### src/rtl/verin_adc_acq_pkg.sv
// Shared types and defaults for the actuator ADC acquisition stage.
package verin_pkg;

  typedef enum logic [1:0] {IDLE, CS_SETUP, SHIFT, CS_HOLD} acq_state_t;

  localparam int DEF_CLK_DIV     = 25;
  localparam int DEF_DATA_W      = 12;
  localparam int DEF_NULL_BITS   = 3;
  localparam int DEF_CONV_PERIOD = 50000;
  localparam int AVG_DEPTH       = 4;

  // Counter width able to hold 0..n-1, never narrower than one bit.
  function automatic int cw(input int n);
    return (n < 2) ? 1 : $clog2(n);
  endfunction

endpackage

### src/rtl/adc_sclk_gen.sv
// ADC serial clock generator: CLK_DIV-cycle half periods, high phase first,
// held cleared while the acquisition FSM is outside SHIFT.
module adc_sclk_gen import verin_pkg::*; #(
  parameter int CLK_DIV = DEF_CLK_DIV
) (
  input  logic clk,
  input  logic reset_n,
  input  logic run,        // FSM is in SHIFT this cycle
  input  logic run_next,   // FSM will be in SHIFT next cycle
  output logic clk_adc,
  output logic rise,       // cycle in which clk_adc has just gone high
  output logic period_end  // last cycle of a low phase
);

  localparam int HW = cw(CLK_DIV);

  logic [HW-1:0] hcnt_q, hcnt_d;
  logic          phase_q, phase_d;   // 0 = high half, 1 = low half
  logic          clk_adc_q, clk_adc_d;
  logic          half_end;

  assign half_end = (hcnt_q == HW'(CLK_DIV - 1));

  // clk_adc is registered from the next-cycle phase so the first SHIFT
  // cycle already sees the line high.
  always_comb begin
    hcnt_d  = '0;
    phase_d = 1'b0;
    if (run) begin
      hcnt_d  = half_end ? '0 : hcnt_q + 1'b1;
      phase_d = phase_q ^ half_end;
    end
    clk_adc_d = run_next & ~phase_d;
  end

  always_ff @(posedge clk or negedge reset_n) begin
    if (!reset_n) begin
      hcnt_q    <= '0;
      phase_q   <= 1'b0;
      clk_adc_q <= 1'b0;
    end else begin
      hcnt_q    <= hcnt_d;
      phase_q   <= phase_d;
      clk_adc_q <= clk_adc_d;
    end
  end

  assign clk_adc    = clk_adc_q;
  assign rise       = run & ~phase_q & (hcnt_q == '0);
  assign period_end = run &  phase_q & half_end;

endmodule

### src/rtl/verin_adc_acq.sv
// Periodic MCP3201-class serial ADC read for the actuator position loop.
// Define ADC_AVG_EN to present a 4-deep sliding-window average instead of raw results.
module verin_adc_acq import verin_pkg::*; #(
  parameter int CLK_DIV     = DEF_CLK_DIV,
  parameter int DATA_W      = DEF_DATA_W,
  parameter int NULL_BITS   = DEF_NULL_BITS,
  parameter int CONV_PERIOD = DEF_CONV_PERIOD
) (
  input  logic              clk,
  input  logic              reset_n,
  input  logic              enable,
  input  logic              data_adc,
  output logic              clk_adc,
  output logic              cs_n,
  output logic [DATA_W-1:0] sample,
  output logic              sample_valid,
  output logic              busy
);

  localparam int NBITS = NULL_BITS + DATA_W;
  localparam int PW    = cw(CONV_PERIOD);
  localparam int TW    = cw(CLK_DIV);
  localparam int BW    = cw(NBITS);

  acq_state_t        state_q, state_d;
  logic [PW-1:0]     pcnt_q, pcnt_d;
  logic [TW-1:0]     tcnt_q, tcnt_d;
  logic [BW-1:0]     bcnt_q, bcnt_d;
  logic [DATA_W-1:0] shreg_q, shreg_d;
  logic [DATA_W-1:0] sample_q, sample_d;
  logic              valid_q, valid_d;
  logic              cs_n_q, cs_n_d;
  logic              busy_q, busy_d;
  logic              tick, conv_done, rise, period_end;

  adc_sclk_gen #(.CLK_DIV(CLK_DIV)) u_sclk (
    .clk        (clk),
    .reset_n    (reset_n),
    .run        (state_q == SHIFT),
    .run_next   (state_d == SHIFT),
    .clk_adc    (clk_adc),
    .rise       (rise),
    .period_end (period_end)
  );

  assign tick = enable && (pcnt_q == PW'(CONV_PERIOD - 1));

  always_comb begin
    state_d   = state_q;
    pcnt_d    = enable ? (tick ? '0 : pcnt_q + 1'b1) : '0;
    tcnt_d    = tcnt_q;
    bcnt_d    = bcnt_q;
    shreg_d   = shreg_q;
    conv_done = 1'b0;
    case (state_q)
      // A tick outside IDLE is simply dropped; nothing is queued.
      IDLE: if (tick) begin
        state_d = CS_SETUP;
        tcnt_d  = '0;
      end
      CS_SETUP: begin
        if (tcnt_q == TW'(CLK_DIV - 1)) begin
          state_d = SHIFT;
          tcnt_d  = '0;
          bcnt_d  = '0;
        end else begin
          tcnt_d = tcnt_q + 1'b1;
        end
      end
      SHIFT: begin
        if (rise && bcnt_q >= BW'(NULL_BITS))
          shreg_d = {shreg_q[DATA_W-2:0], data_adc};
        if (period_end) begin
          if (bcnt_q == BW'(NBITS - 1)) begin
            state_d   = CS_HOLD;
            bcnt_d    = '0;
            conv_done = 1'b1;
          end else begin
            bcnt_d = bcnt_q + 1'b1;
          end
        end
      end
      CS_HOLD: begin
        if (tcnt_q == TW'(CLK_DIV - 1)) begin
          state_d = IDLE;
          tcnt_d  = '0;
        end else begin
          tcnt_d = tcnt_q + 1'b1;
        end
      end
      default: state_d = IDLE;
    endcase
    cs_n_d = !(state_d == CS_SETUP || state_d == SHIFT);
    busy_d = (state_d != IDLE);
  end

`ifdef ADC_AVG_EN
  localparam int AW = cw(AVG_DEPTH);
  localparam int FW = cw(AVG_DEPTH + 1);
  localparam int SW = DATA_W + AW;

  logic [DATA_W-1:0] ring_q [AVG_DEPTH];
  logic [DATA_W-1:0] ring_d [AVG_DEPTH];
  logic [SW-1:0]     sum_q, sum_d;
  logic [AW-1:0]     wp_q, wp_d;
  logic [FW-1:0]     fill_q, fill_d;

  // Running sum: add the newest result, drop the one it overwrites.
  always_comb begin
    ring_d   = ring_q;
    sum_d    = sum_q;
    wp_d     = wp_q;
    fill_d   = fill_q;
    sample_d = sample_q;
    valid_d  = 1'b0;
    if (conv_done) begin
      sum_d        = sum_q + SW'(shreg_q) - SW'(ring_q[wp_q]);
      ring_d[wp_q] = shreg_q;
      wp_d         = (wp_q == AW'(AVG_DEPTH - 1)) ? '0 : wp_q + 1'b1;
      if (fill_q != FW'(AVG_DEPTH)) fill_d = fill_q + 1'b1;
      if (fill_d == FW'(AVG_DEPTH)) begin
        sample_d = sum_d[SW-1:AW];
        valid_d  = 1'b1;
      end
    end
  end

  always_ff @(posedge clk or negedge reset_n) begin
    if (!reset_n) begin
      for (int i = 0; i < AVG_DEPTH; i++) ring_q[i] <= '0;
      sum_q  <= '0;
      wp_q   <= '0;
      fill_q <= '0;
    end else begin
      ring_q <= ring_d;
      sum_q  <= sum_d;
      wp_q   <= wp_d;
      fill_q <= fill_d;
    end
  end
`else
  always_comb begin
    sample_d = conv_done ? shreg_q : sample_q;
    valid_d  = conv_done;
  end
`endif

  always_ff @(posedge clk or negedge reset_n) begin
    if (!reset_n) begin
      state_q  <= IDLE;
      pcnt_q   <= '0;
      tcnt_q   <= '0;
      bcnt_q   <= '0;
      shreg_q  <= '0;
      sample_q <= '0;
      valid_q  <= 1'b0;
      cs_n_q   <= 1'b1;
      busy_q   <= 1'b0;
    end else begin
      state_q  <= state_d;
      pcnt_q   <= pcnt_d;
      tcnt_q   <= tcnt_d;
      bcnt_q   <= bcnt_d;
      shreg_q  <= shreg_d;
      sample_q <= sample_d;
      valid_q  <= valid_d;
      cs_n_q   <= cs_n_d;
      busy_q   <= busy_d;
    end
  end

  assign cs_n         = cs_n_q;
  assign sample       = sample_q;
  assign sample_valid = valid_q;
  assign busy         = busy_q;

endmodule
### config.mk
export PLATFORM = sky130hd
export DESIGN_NAME = verin_adc_acq
export DESIGN_NICKNAME = d
export VERILOG_FILES = /design/src/rtl/verin_adc_acq_pkg.sv /design/src/rtl/adc_sclk_gen.sv /design/src/rtl/verin_adc_acq.sv
export SDC_FILE = /design/constraint.sdc
export NUM_CORES = 1
export LEC_CHECK = 0
export CAP_MARGIN = 15
export CORE_MARGIN = 1.5
export CORE_UTILIZATION = 35
export CTS_CLUSTER_DIAMETER = 150
export CTS_CLUSTER_SIZE = 28
export DETAILED_ROUTE_END_ITERATION = 7
export HOLD_SLACK_MARGIN = 0.12
export PLACE_DENSITY_LB_ADDON = 0.25
export SETUP_SLACK_MARGIN = 0.5
export SYNTH_ARGS = -nofsm -noshare
export SYNTH_HDL_FRONTEND = slang
export SYNTH_HIERARCHICAL = 1
export SYNTH_SLANG_ARGS = --single-unit
export TNS_END_PERCENT = 10
### constraint.sdc
create_clock -name clk -period 3.23 [get_ports clk]
set_input_delay 0.646 -clock clk [delete_from_list [all_inputs] [get_ports clk]]
set_output_delay 0.646 -clock clk [all_outputs]
set_load 0.1 [all_outputs]
==> impl_results.md <==
- Die H: 92.9 um
- Layout cells sized above 1: 25.5%
- Worst-path clk slew: 0.07 ns
- Vias in the first global route: 1847
- PortBufs: 19
- Worst setup SP type: flop
- Register share of total power: between 40% and 50%
- Unrepaired setup endpoints after global routing: false
- Seq/Total Area, Yosys: 54.0%
- Routability congestion estimate: 0.778
- Clock Power Share: between 40% and 50%
- Hold_buf cts: 0
- Antenna diode count: 0
- Setup Fix Bufs, Post-CTS: 0
- Die extent in x: about 93 um
- Cts repair resizes: 0
- Wire length after detailed routing: 4910 um
- Logic pwr share: 1.8%
- R2R depth: 7
- Die area: 0.00863 sq mm
- Largest family of logic cells by synthesized area: simple AND/OR/NAND/NOR gates
- Ys flop type: dfrtp_1
- Synth Area in XOR/XNOR: 4.34%
- Initial antenna violation count: 0
- Largest net degree at the start of global routing: 43
- Post-synthesis compound-gate area fraction: about 6%
- Total negative slack: 0 ns
- Crit. End Element: flop
- Iteration-0 DRC count of the detailed router: 114
- Commonest non-fill, non-tap cells in the layout: dfrtp_1, mux2_2, buf_4
- Clock Latency Late Sink: 0.34 ns
- Initial Util: between 30 and 40%
- CTS tree: done
- CP Data Arrival Time: 2.69 ns
- Mapped Cells: 244
- Placed cell areas: 0.00308 sq mm
- DR vias/cell: 4.92
- # IOs: 20
- Max-slew headroom: 40.2%
- Int Power: roughly 1.2 mW
- Max-capacitance violation count: 0
- R2R Path End: sample[7]
- Tot GR Track Use: 12.9%
- Layout net count: roughly 280
- Synth Area per Inst: 11.6 sq um
- Syn_nets: roughly 260
- Number of fillers in the final layout: 721
- Clk root buf: clkbuf_8
- NetSw: 0.330 mW
- Fraction of registers with async set/reset: between 90% and 100%
- Antenna viol nets, final: 0
- Min-delay worst type: in2async
- Cell Area, Synth: ~0.0028 sq mm
- Final Hold Fails: 0
- Synth Register Bits: 61
- Sw frac: a little over a fifth
- Core area: 0.00777 sq mm
- Static Leak: 1.57 nW
- Slew Limit Fails: 0
- Max Clk Rate: 405 MHz
- Drt drc: 0
- Ys Warns: 6
- Crit path to: sample[7]
- Area grow syn2layout: 17.0%
- TritonRoute pass-1 iters: 5
- Reg2Reg Launch Point: state_q[0]
- WS Path Type: reg2reg
- Pwr dens: about 470 mW/mm^2
- R2r setup slk: 0.76 ns
- Worst slew pin tran: 0.897 ns
- Required @ worst endpoint: 3.45 ns
- Period utilisation layout: 76.5%
- Hpwl dp: 3330 um
- Crit. Startpoint: state_q[0]
- Post-synth EDFFs: 0
- Rows: 32
- Adder-cell share of the synthesized area: under 10%
- Outcome: complete, no violations
- Final setup fails: 0
- Commonest non-fill, non-tap cell in the layout: dfrtp_1
- Final global-route overflow total: 0
- Simple-gate share of the synthesized area: 18.0%
- Min Clock Period, post-route: 2.47 ns
- Mean routed wirelength per cell: 13.0 um
- Design Area, Final: 0.00331 sq mm
- Crit path max fanout: 10
- Clock sink total: 61
- CTS HTree Levels: 3
- First-pass GRT wire length: 8680 um
- Num CTS Buffers: 9
- Worst vdd ir: 0.000196 V
- CTS Buffer Depth: 2
- Vias after detailed routing: 1854
- Mux cell area share after synthesis: 10.3%
- Synth unique cells: 47
- Skew final: between 0.006 and 0.007 ns
==> worst min path at each step <==
| stage | startpoint | to | cells past startpoint |
|---|---|---|---|
| after CTS | reset_n | sample[11] | 1 |
| after detailed placement | shreg_q[11] | sample[11] | 1 |
| final | reset_n | sample[4] | 1 |
| after global routing | reset_n | sample[3] | 1 |
| after global placement | shreg_q[11] | shreg_q[11] | 1 |
| after floorplan | reset_n | bcnt_q[0] | 0 |
==> cell families after synthesis <==
| kind of cell | count (synthesis) |
|---|---|
| AOI/OAI and AO/OA | 26 |
| xor gates and xnor gates | 14 |
| adders and majority gates | 9 |
| buffers and inverters | 22 |
| DFF | 61 |
| muxes | 26 |
| and+or+nand+nor | 86 |
==> synthesized netlist by cell type, types with 3 or more instances <==
cell type / number / area [sq um]
and3_1: 5 / 31.3
and4b_1: 3 / 30.0
dfrtp_1: 60 / 1500
ha_1: 9 / 113
inv_1: 14 / 52.6
mux2_2: 25 / 282
nand2_1: 15 / 56.3
nand3_1: 12 / 60.1
nand3b_1: 4 / 30.0
nand4_1: 4 / 25.0
nand4b_1: 3 / 26.3
nor2_1: 14 / 52.6
nor3_1: 7 / 35.0
nor4_1: 4 / 25.0
o21ai_0: 8 / 40.0
o31ai_1: 4 / 30.0
xnor2_1: 10 / 87.6
xor2_1: 4 / 35.0
==> worst max-delay path: stages (launching register included) <==
cell	delay (ns)
dfrtp_1	0.46
nand2b_1	0.23
inv_2	0.16
nand2_1	0.09
nor3_1	0.36
and3_1	0.46
buf_4	0.25
mux2_2	0.35
==> routing by layer <==
layer	vias to the layer above	GRT usage (%)	share of wire, %
li1	924	-	-
met1	885	16.9	49
met2	38	19.1	46
met3	7	4.43	4.4
met4	0	5.56	0.90
met5	-	0	0
==> per-stage QoR <==
stage / std cells / setup WS [ns] / total power, mW / utilization (%) / hold WS, ns
after floorplan: 244 / 0.884 / 0.794 / - / 0.350
after global placement: 361 / 0.669 / 0.816 / 39.7 / 0.493
after detailed placement: 361 / 0.637 / 0.816 / 39.7 / 0.495
after CTS: 377 / 0.615 / 1.59 / 42.6 / 0.459
after global routing: 377 / 0.566 / 1.62 / 42.6 / 0.521
final: 377 / 0.759 / 1.56 / 42.6 / 0.434
==> state kept, by name (all words and copies together), names as in the netlist <==
register        cells
pcnt_q             16
u_sclk/hcnt_q       5
u_sclk/phase_q      1
state_q             2
busy                1
cs_n                1
shreg_q            12
bcnt_q              4
tcnt_q              5
sample_valid        1
u_sclk/clk_adc      1
sample             12
==> final cells by class <==
type	instances	area [sq um]	area share (%)
flip-flops and latches	61	1530	46.2
multi-input cells	161	1210	36.5
repair buffers	21	160	4.84
clock buffers	11	141	4.27
well taps	102	128	3.86
clock inverters	5	83.8	2.53
inverters	16	60.1	1.81
==> power groups by stage <==
stage               logic [mW]  registers (mW)  clock network, mW
floorplan              0.00801           0.786                  0
global placement        0.0295           0.786                  0
detailed placement      0.0295           0.787                  0
CTS                     0.0296           0.772              0.784
global route            0.0334           0.772              0.817
finish                  0.0278           0.772              0.762
(Power assumes the default switching activity.)
